## src/rtl/prog_loader_pkg.sv

```systemverilog
// Shared types and constants for the program loader: FSM states, word geometry
// and the byte-insert helper used by the packer.
package prog_loader_pkg;

   typedef enum logic [2:0] {
      IDLE  = 3'd0,
      WAIT  = 3'd1,
      RECV  = 3'd2,
      FLUSH = 3'd3,
      DONE  = 3'd4
   } state_t;

   localparam int BYTES_PER_WORD         = 4;
   localparam int DEFAULT_TIMEOUT_CYCLES = 100000;

   // Big-endian placement: byte 0 of a word lands in the top byte lane.
   function automatic logic [31:0] insert_byte(input logic [31:0] word,
                                               input logic [1:0]  idx,
                                               input logic [7:0]  data);
      logic [31:0] res;
      res = word;
      case (idx)
         2'd0:    res[31:24] = data;
         2'd1:    res[23:16] = data;
         2'd2:    res[15:8]  = data;
         default: res[7:0]   = data;
      endcase
      return res;
   endfunction

endpackage

```

## src/rtl/prog_loader_packer.sv

```systemverilog
// byte_word_packer: collects bytes big-endian into a 32-bit word. Unfilled low
// lanes stay zero so a partial word can be written out as-is.
module byte_word_packer
   import prog_loader_pkg::*;
(
   input  logic        i_clk,
   input  logic        i_rst_n,
   input  logic        i_clr,
   input  logic        i_valid,
   input  logic [7:0]  i_data,
   output logic [31:0] o_word,
   output logic        o_word_ready,
   output logic        o_pending
);

   logic [1:0]  r_idx;
   logic [31:0] r_word;
   logic [31:0] w_ins;

   assign w_ins        = insert_byte(r_word, r_idx, i_data);
   assign o_word       = i_valid ? w_ins : r_word;
   assign o_word_ready = i_valid && (r_idx == 2'(BYTES_PER_WORD - 1));
   assign o_pending    = (r_idx != 2'd0);

   // Byte index and partial-word register; a completed word restarts from zero.
   always_ff @(posedge i_clk or negedge i_rst_n) begin
      if (!i_rst_n) begin
         r_idx  <= 2'd0;
         r_word <= 32'd0;
      end else if (i_clr) begin
         r_idx  <= 2'd0;
         r_word <= 32'd0;
      end else if (o_word_ready) begin
         r_idx  <= 2'd0;
         r_word <= 32'd0;
      end else if (i_valid) begin
         r_idx  <= r_idx + 2'd1;
         r_word <= w_ins;
      end
   end

endmodule

```

## src/rtl/prog_loader.sv

```systemverilog
// prog_loader: streams received bytes into instruction RAM as big-endian words,
// holding the CPU in reset until an idle timeout ends the load.
module prog_loader
   import prog_loader_pkg::*;
#(
   parameter int ADDR_WIDTH     = 14,
   parameter int TIMEOUT_CYCLES = DEFAULT_TIMEOUT_CYCLES
)(
   input  logic                  i_clk,
   input  logic                  i_rst_n,
   input  logic                  i_start,
   input  logic                  i_byte_valid,
   input  logic [7:0]            i_byte_data,
   output logic                  o_imem_we,
   output logic [ADDR_WIDTH-1:0] o_imem_addr,
   output logic [31:0]           o_imem_wdata,
   output logic                  o_cpu_hold,
   output logic                  o_load_done,
   output logic [ADDR_WIDTH:0]   o_word_count,
   output logic                  o_err_overflow
);

   localparam int                  CW       = $clog2(TIMEOUT_CYCLES);
   localparam logic [CW-1:0]       IDLE_MAX = CW'(TIMEOUT_CYCLES - 1);
   localparam logic [ADDR_WIDTH:0] CAP      = {1'b1, {ADDR_WIDTH{1'b0}}};
   localparam logic [ADDR_WIDTH:0] CAP_M1   = {1'b0, {ADDR_WIDTH{1'b1}}};

   state_t                r_state, w_next_state;
   logic [CW-1:0]         r_idle_cnt;
   logic                  r_imem_we, r_cpu_hold, r_load_done, r_err_overflow;
   logic [ADDR_WIDTH-1:0] r_imem_addr;
   logic [31:0]           r_imem_wdata;
   logic [ADDR_WIDTH:0]   r_word_count;
   logic                  w_rx, w_full, w_accept, w_drop, w_timeout, w_clr;
   logic                  w_we_nxt, w_hold_nxt, w_done_nxt;
   logic [31:0]           w_word;
   logic                  w_word_ready, w_pending;

   assign w_rx      = (r_state == WAIT) || (r_state == RECV);
   // A strobe in flight has not reached word_count yet, so count it as written.
   assign w_full    = (r_word_count == CAP) || ((r_word_count == CAP_M1) && r_imem_we);
   assign w_accept  = i_byte_valid && w_rx && !w_full;
   assign w_drop    = i_byte_valid && w_rx && w_full;
   assign w_timeout = (r_state == RECV) && !i_byte_valid && (r_idle_cnt == IDLE_MAX);
   assign w_clr     = (r_state == IDLE) && i_start;

   byte_word_packer u_packer (
      .i_clk        (i_clk),
      .i_rst_n      (i_rst_n),
      .i_clr        (w_clr),
      .i_valid      (w_accept),
      .i_data       (i_byte_data),
      .o_word       (w_word),
      .o_word_ready (w_word_ready),
      .o_pending    (w_pending)
   );

   // FSM state register.
   always_ff @(posedge i_clk or negedge i_rst_n) begin
      if (!i_rst_n) r_state <= IDLE;
      else          r_state <= w_next_state;
   end

   // FSM next-state logic.
   always_comb begin
      w_next_state = r_state;
      case (r_state)
         IDLE:    if (i_start) w_next_state = WAIT; else w_next_state = IDLE;
         WAIT:    if (i_byte_valid) w_next_state = RECV; else w_next_state = WAIT;
         RECV:    if (w_timeout) w_next_state = w_pending ? FLUSH : DONE;
                  else w_next_state = RECV;
         FLUSH:   w_next_state = DONE;
         DONE:    w_next_state = IDLE;
         default: w_next_state = IDLE;
      endcase
   end

   // FSM output decode, registered below.
   always_comb begin
      w_we_nxt   = w_word_ready || (w_timeout && w_pending);
      w_hold_nxt = (w_next_state == WAIT) || (w_next_state == RECV) || (w_next_state == FLUSH);
      w_done_nxt = (w_next_state == DONE);
   end

   // Idle counter: any byte (accepted or dropped) restarts the timeout.
   always_ff @(posedge i_clk or negedge i_rst_n) begin
      if (!i_rst_n)                              r_idle_cnt <= '0;
      else if ((r_state != RECV) || i_byte_valid) r_idle_cnt <= '0;
      else if (r_idle_cnt != IDLE_MAX)           r_idle_cnt <= r_idle_cnt + CW'(1);
   end

   // Registered outputs, write port and load bookkeeping.
   always_ff @(posedge i_clk or negedge i_rst_n) begin
      if (!i_rst_n) begin
         r_imem_we      <= 1'b0;
         r_imem_addr    <= '0;
         r_imem_wdata   <= 32'd0;
         r_cpu_hold     <= 1'b0;
         r_load_done    <= 1'b0;
         r_word_count   <= '0;
         r_err_overflow <= 1'b0;
      end else begin
         r_imem_we   <= w_we_nxt;
         r_cpu_hold  <= w_hold_nxt;
         r_load_done <= w_done_nxt;
         if (w_we_nxt) begin
            r_imem_addr  <= r_word_count[ADDR_WIDTH-1:0];
            r_imem_wdata <= w_word;
         end
         if (w_clr) begin
            r_word_count   <= '0;
            r_err_overflow <= 1'b0;
         end else begin
            if (r_imem_we) r_word_count <= r_word_count + (ADDR_WIDTH+1)'(1);
            if (w_drop)    r_err_overflow <= 1'b1;
         end
      end
   end

   assign o_imem_we      = r_imem_we;
   assign o_imem_addr    = r_imem_addr;
   assign o_imem_wdata   = r_imem_wdata;
   assign o_cpu_hold     = r_cpu_hold;
   assign o_load_done    = r_load_done;
   assign o_word_count   = r_word_count;
   assign o_err_overflow = r_err_overflow;

endmodule
```

## config.mk

```make
export PLATFORM = sky130hd
export DESIGN_NAME = prog_loader
export DESIGN_NICKNAME = d
export VERILOG_FILES = /design/src/rtl/prog_loader_pkg.sv /design/src/rtl/prog_loader_packer.sv /design/src/rtl/prog_loader.sv
export SDC_FILE = /design/constraint.sdc
export NUM_CORES = 1
export LEC_CHECK = 0
export ABC_CLOCK_PERIOD_IN_PS = 1900
export BUFFER_PORTS_ARGS = -buffer_cell sky130_fd_sc_hd__buf_2
export CORE_MARGIN = 4
export CORE_UTILIZATION = 35
export DETAILED_ROUTE_END_ITERATION = 16
export HOLD_SLACK_MARGIN = 0.02
export SYNTH_ARGS = -nofsm -noshare
export SYNTH_HDL_FRONTEND = slang
export SYNTH_SLANG_ARGS = --single-unit
```

## constraint.sdc

```tcl
create_clock -name i_clk -period 1.9 [get_ports i_clk]
set_input_delay 0.38 -clock i_clk [delete_from_list [all_inputs] [get_ports i_clk]]
set_output_delay 0.38 -clock i_clk [all_outputs]
set_load 0.02 [all_outputs]
```

* After elaboration in Yosys (flattened, before gate mapping)
Cells that the tools add are included.
** Storage, ports and cells
- Bits in registers :: 119
- Input bits :: 12
- Output and inout bits :: 65
- Logic and storage cells :: 75
** Operators by class
- Add/subtract/negate cells :: 3
- Eq/ne operators :: 15
- Muxes and demuxes :: 21
- Reductions and logical operators :: 25
** Operators with widths (number)
- $mux W32 :: 3
- $mux W17 :: 2
- $mux W8 :: 4
- $mux W15 :: 2
- $add A17 B1 Y17 const B :: 1
- $eq A17 B17 Y1 const B :: 1
- $ne A17 B17 Y1 const B :: 1
- $add A15 B1 Y15 const B :: 1
- $eq A15 B14 Y1 const B :: 1
- $eq A15 B15 Y1 const B :: 1
- $eq A3 B2 Y1 const B :: 4
- $pmux W3 S4 :: 1
- $logic_and A1 B1 Y1 :: 9
- $mux W2 :: 4
- $reduce_bool A2 Y1 :: 4
- $eq A3 B1 Y1 const B :: 2
- $logic_or A1 B1 Y1 :: 6
- $mux W3 :: 2
- $eq A2 B2 Y1 const B :: 2
- $eq A3 B3 Y1 const B :: 1
- $logic_not A3 Y1 :: 1
- $mux W1 :: 3
- $ne A3 B2 Y1 const B :: 1
- $reduce_bool A3 Y1 :: 1
- 5 further kinds :: 6

* Depth between registers and ports, before layout
- Word-level depth :: 8
- Gate-level depth with buffers :: 10
- Depth with buffers taken out :: 7

* Modules after synthesis
A second synthesis with hierarchy kept.
** Unflattened totals
- Cells, all modules :: 537
- Area, all modules :: 6099.6 um^2
** By module, submodules not included
- prog_loader :: instances 1, cells each 302, area an instance 3823.7 um^2, seq. area each 2127.0 um^2
- byte_word_packer :: instances 1, cells each 235, area an instance 2275.9 um^2, seq. area each 850.8 um^2

* Least setup slack after synthesis
OpenSTA, ideal clock, no wires.
- Kind :: reg2reg
- Start point :: register r_word_count[0] (netlist: o_word_count[0])
- End point :: register r_imem_addr[2] (netlist: o_imem_addr[2])
- Setup time :: 0.128 ns
- Arrival time :: 2.177 ns
- Path slack :: -0.405 ns
- Cell stages (with the launch flop) :: 8
- Clock period less this slack :: 2.305 ns
- Cells stage by stage :: dfrtp_1 > ha_1 > nand4_4 > nor4_4 > nor3_2 > a21o_1 > buf_6 > mux2_1
** Between the ends
- Cells in the longest elaborated chain, start to end :: 7
- Elaborated cells between the ends (all ways) :: 8
** Ends and longest elaborated chain
- start: declaration :: RTL line prog_loader.sv:33 : logic [ADDR_WIDTH:0] r_word_count;
- start signal: assignment :: RTL line prog_loader.sv:114 : if (r_imem_we) r_word_count <= r_word_count + (ADDR_WIDTH+1)'(1);
- $eq A15 B14 Y1 :: RTL line prog_loader.sv:41 : assign w_full = (r_word_count == CAP) || ((r_word_count == CAP_M1) && r_imem_we);
- $logic_and A1 B1 Y1 :: RTL line prog_loader.sv:41
- $logic_or A1 B1 Y1 * :: RTL line prog_loader.sv:41
- $logic_not A1 Y1 * :: RTL line prog_loader.sv:42 : assign w_accept = i_byte_valid && w_rx && !w_full;
- $logic_and A1 B1 Y1 * :: RTL line prog_loader.sv:42
- $logic_and A1 B1 Y1 * :: RTL line prog_loader_packer.sv:22 : assign o_word_ready = i_valid && (r_idx == 2'(BYTES_PER_WORD - 1));
- $logic_or A1 B1 Y1 * :: RTL line prog_loader.sv:80 : w_we_nxt = w_word_ready || (w_timeout && w_pending);
- end signal: assignment :: RTL line prog_loader.sv:107 : r_imem_addr <= r_word_count[ADDR_WIDTH-1:0];
- end: declaration :: RTL line prog_loader.sv:31 : logic [ADDR_WIDTH-1:0] r_imem_addr;
Mark *: on every way between the ends. The rest lies on a longest branch, timed or not.
A chain may end at the register's enable or synchronous reset.

* Worst setup path in the final report
- Start point :: register r_word_count[1] (netlist: o_word_count[1])
- End point :: register r_imem_addr[1] (netlist: o_imem_addr[1])
** Between the ends
- Cells in the longest elaborated chain, start to end :: 7
- Elaborated cells between the ends (all ways) :: 8
** Ends and longest elaborated chain (RTL line)
- $eq A15 B14 Y1 :: prog_loader.sv:41
- $logic_and A1 B1 Y1 :: prog_loader.sv:41
- $logic_or A1 B1 Y1 :: prog_loader.sv:41
- $logic_not A1 Y1 :: prog_loader.sv:42
- $logic_and A1 B1 Y1 :: prog_loader.sv:42
- $logic_and A1 B1 Y1 :: prog_loader_packer.sv:22
- $logic_or A1 B1 Y1 :: prog_loader.sv:80
Parallel ways exist; a longest one is shown, timed or not.

==> impl_metrics.ini <==
[floorplanning]
dieWidth_um = 130
io_pins = 77
num_rows = 44
dieArea_mm2 = 0.0170
initial_core_util = 0.360
core_mm2 = 0.0146
chipHeight_um = 130

[power]
p_leak_uw = 0.00358
power.density_mw_per_mm2 = 1280
ir_worst_vdd_mv = 0.843

[run_status]
status = finished, violations left
violations = setup timing

[setup_path]
r2r-end = o_imem_addr[1]
crit_chain = inv_2 -> ha_4 -> nor4b_4 -> and4_4 -> nor3_4 -> a21o_4 -> clkbuf_16 -> mux2_4
cp.required_ns = 2.20
cp-start-kind = flop
slowest_delay_ns = 0.42
cp-end-kind = flop
reg2regPathDepth = 8
cp.arrival_ns = 2.27
path_buf_inv = 2
cp_max_fo = 7
path_class = flop to flop
crit_slowest_cell = dfrtp_2
path_delay_family = simple AND/OR/NAND/NOR gates
r2r_start = o_word_count[1]
r2r_setup_slack_ns = -0.07

[sta]
fin_crit_ns = 1.97
setup_viol = 55
slew_headroom = 0.703
fin_crit_sh = 1.03
layout_setup_ws_ns = -0.0659
rsz0062_at_grt = yes
fin_worst_skew_ns = 0.0184
max_freq_ghz = 0.509
tightest_slew_ns = 0.442
drv_slew = 0
worst_hold_slack_ns = 0.302
final_hold_viol_count = 0

[grt]
grt_pass1_wl_um = 20300
antenna_found_initial = 0
grt_use_total = 0.155
grt_pass1_vias = 4031
grt_max_degree = 53
grt_overflow = 0

[worst_hold_path]
hold_path_depth = 3
hp-start = i_byte_data[1]
hp-class = input port to flop
holdPathEnd = u_packer.r_word[25]

[routing]
drtIter0Drc = 191
ant_nets = 0
avgRoutedWirePerCell_um = 16.4
via_per_inst = 4.78
vias = 3854
wl_um = 13200
drc = 0
first_pass_iters = 4

[synthesis]
synthCells = 454
synth_warnings = 0
synth-seq-cells = 119
synth_edf_count = 0
synth.top_cell.area_share = 0.568
synth_nets = 474
synth_cell_types = 39
syn_area_mm2 = 0.00525
postSynthAreaPerCell_um2 = 11.6
synth_top_area_cell = dfrtp_1
synth_ff_type = dfrtp_1
ys_seq_area_frac = 0.568
ys_async_sr_fraction = 1.00
synth.area.top_cells = dfrtp_1 57%, mux2i_1 13%, nor2_1 4.7%, inv_1 2.9%, mux2_1 2.4%

[cells_and_area]
drive_gt1_frac = 0.441
n_fill_cell = 1255
area_delta_synth_final_pct = 46.6
layoutNonFillerInstCount = 806
multi_input_area_mm2 = 0.00250
nets = 629
antenna_cells = 0
register_area_mm2 = 0.00298

[job]
max-cap-violations = 0

[clock_tree]
clock_sinks = 119
cts_tree = built
cts_made_buffers = 17
clkTransAtPathRegs_ns = 0.06
cts_root_buffer = clkbuf_16
clkLatencyLatePin_ns = 0.43
htree_levels = 4
cts_buffer_depth = 2

[placement]
hpwl_um = 8260
portBuffers = 76
place_congestion = 0.781
place_inst = 761
## cell usage in the layout, fill, tap and decap left out, types with 4 or more instances in the layout
master,instances
nor2_2,17
mux2i_1,40
dfrtp_2,5
buf_12,9
mux2i_2,8
inv_1,39
buf_2,75
nor2_1,49
buf_6,4
nor3_1,4
mux2_4,14
a21oi_1,10
or3_1,9
xnor2_1,9
ha_1,4
nand3_1,9
o21ai_0,7
nor3_4,5
inv_6,8
nand2_1,14
buf_4,55
dfrtp_1,114
mux2i_4,19
nand4_1,8
xor2_1,12
clkbuf_16,22
## per-stage QoR
stage               setup TNS, ns  power [µW]  setup WS (ns)  utilization  area (µm²)
floorplan                  -16.86        4750         -0.237            -        5340
global placement            -9.02        5640         -0.170        0.439        6410
detailed placement         -11.61        5710         -0.240        0.439        6410
CTS                         -3.70        9410         -0.123        0.502        7320
global route                -8.35       10300         -0.210        0.527        7690
finish                      -1.71        9810        -0.0659        0.527        7690
## logic make-up after synthesis
family,share of synthesized area
AO/OA/AOI/OAI,0.0260
XOR/XNOR,0.0367
adder cells (fa/ha/maj),0.0191
buffers and inverters,0.0489
flip-flops,0.568
multiplexers,0.158
AND/OR/NAND/NOR,0.144
## worst register-to-register path: stages (launching register included)
cell	delay, ns
dfrtp_2	0.42
inv_2	0.08
ha_4	0.12
nor4b_4	0.18
and4_4	0.29
nor3_4	0.05
a21o_4	0.24
clkbuf_16	0.18
mux2_4	0.29
## repair_timing
| action | 4_1_cts | 5_1_grt |
|---|---|---|
| pin swaps | 8 | 9 |
| gates cloned | 1 | 6 |
| setup buffers | 6 | 2 |
| endpoints found under the hold margin | 29 | 0 |
| endpoints found under the setup margin | 79 | 80 |
| hold buffers | 1 | 0 |
| gates resized for setup | 47 | 51 |
## worst max path at each step
stage,from,endpoint,slack [ns],cells past startpoint
2_1_floorplan,o_word_count[0],o_imem_wdata[0],-0.24,8
3_3_place_gp,o_word_count[0],o_imem_wdata[22],-0.17,9
5_1_grt,r_state[1],o_imem_wdata[5],-0.21,8
3_5_place_dp,o_word_count[0],o_imem_wdata[23],-0.24,9
6_report,o_word_count[1],o_imem_addr[1],-0.07,8
4_1_cts,r_idle_cnt[0],o_imem_wdata[22],-0.12,8
## registers in the layout (all words and copies together) (netlist names), 2 cells and up
signal / count
o_imem_wdata: 32
u_packer.r_word: 32
r_idle_cnt: 17
o_word_count: 15
o_imem_addr: 14
r_state: 3
u_packer.r_idx: 2
## metal layers
| layer | track usage | wire length [µm] | part of all wire |
|---|---|---|---|
| met1 | 0.197 | 5620 | 0.43 |
| met2 | 0.247 | 6720 | 0.51 |
| met3 | 0.0577 | 616 | 0.047 |
| met4 | 0.0472 | 222 | 0.017 |
| met5 | 0 | 0 | 0 |
## report_power, final
part	internal, µW	leakage [µW]	switching, µW
combinational	1380	0.00177	1640
sequential	3080	0.00151	346
clock	2090	0.000293	1270
## cell usage after synthesis, types with 4 or more instances
| library cell | count |
|---|---|
| a21oi_1 | 10 |
| and4_1 | 5 |
| buf_1 | 4 |
| buf_6 | 5 |
| dfrtp_1 | 119 |
| ha_1 | 8 |
| inv_1 | 41 |
| mux2_1 | 11 |
| mux2i_1 | 67 |
| nand2_1 | 14 |
| nand3_1 | 10 |
| nand4_1 | 8 |
| nor2_1 | 66 |
| nor3_1 | 5 |
| nor3_2 | 5 |
| nor4b_1 | 4 |
| o21ai_0 | 7 |
| or3_1 | 9 |
| xnor2_1 | 9 |
| xor2_1 | 13 |
## cell type report
class / count / share of cell area
multi-input cells: 278 / 0.325
clock inverters: 15 / 0.0249
repair buffers: 152 / 0.157
well taps: 184 / 0.0299
clock buffers: 17 / 0.0553
flip-flops and latches: 119 / 0.388
inverters: 41 / 0.0200
No activity file was read; power rests on OpenSTA's default activity.
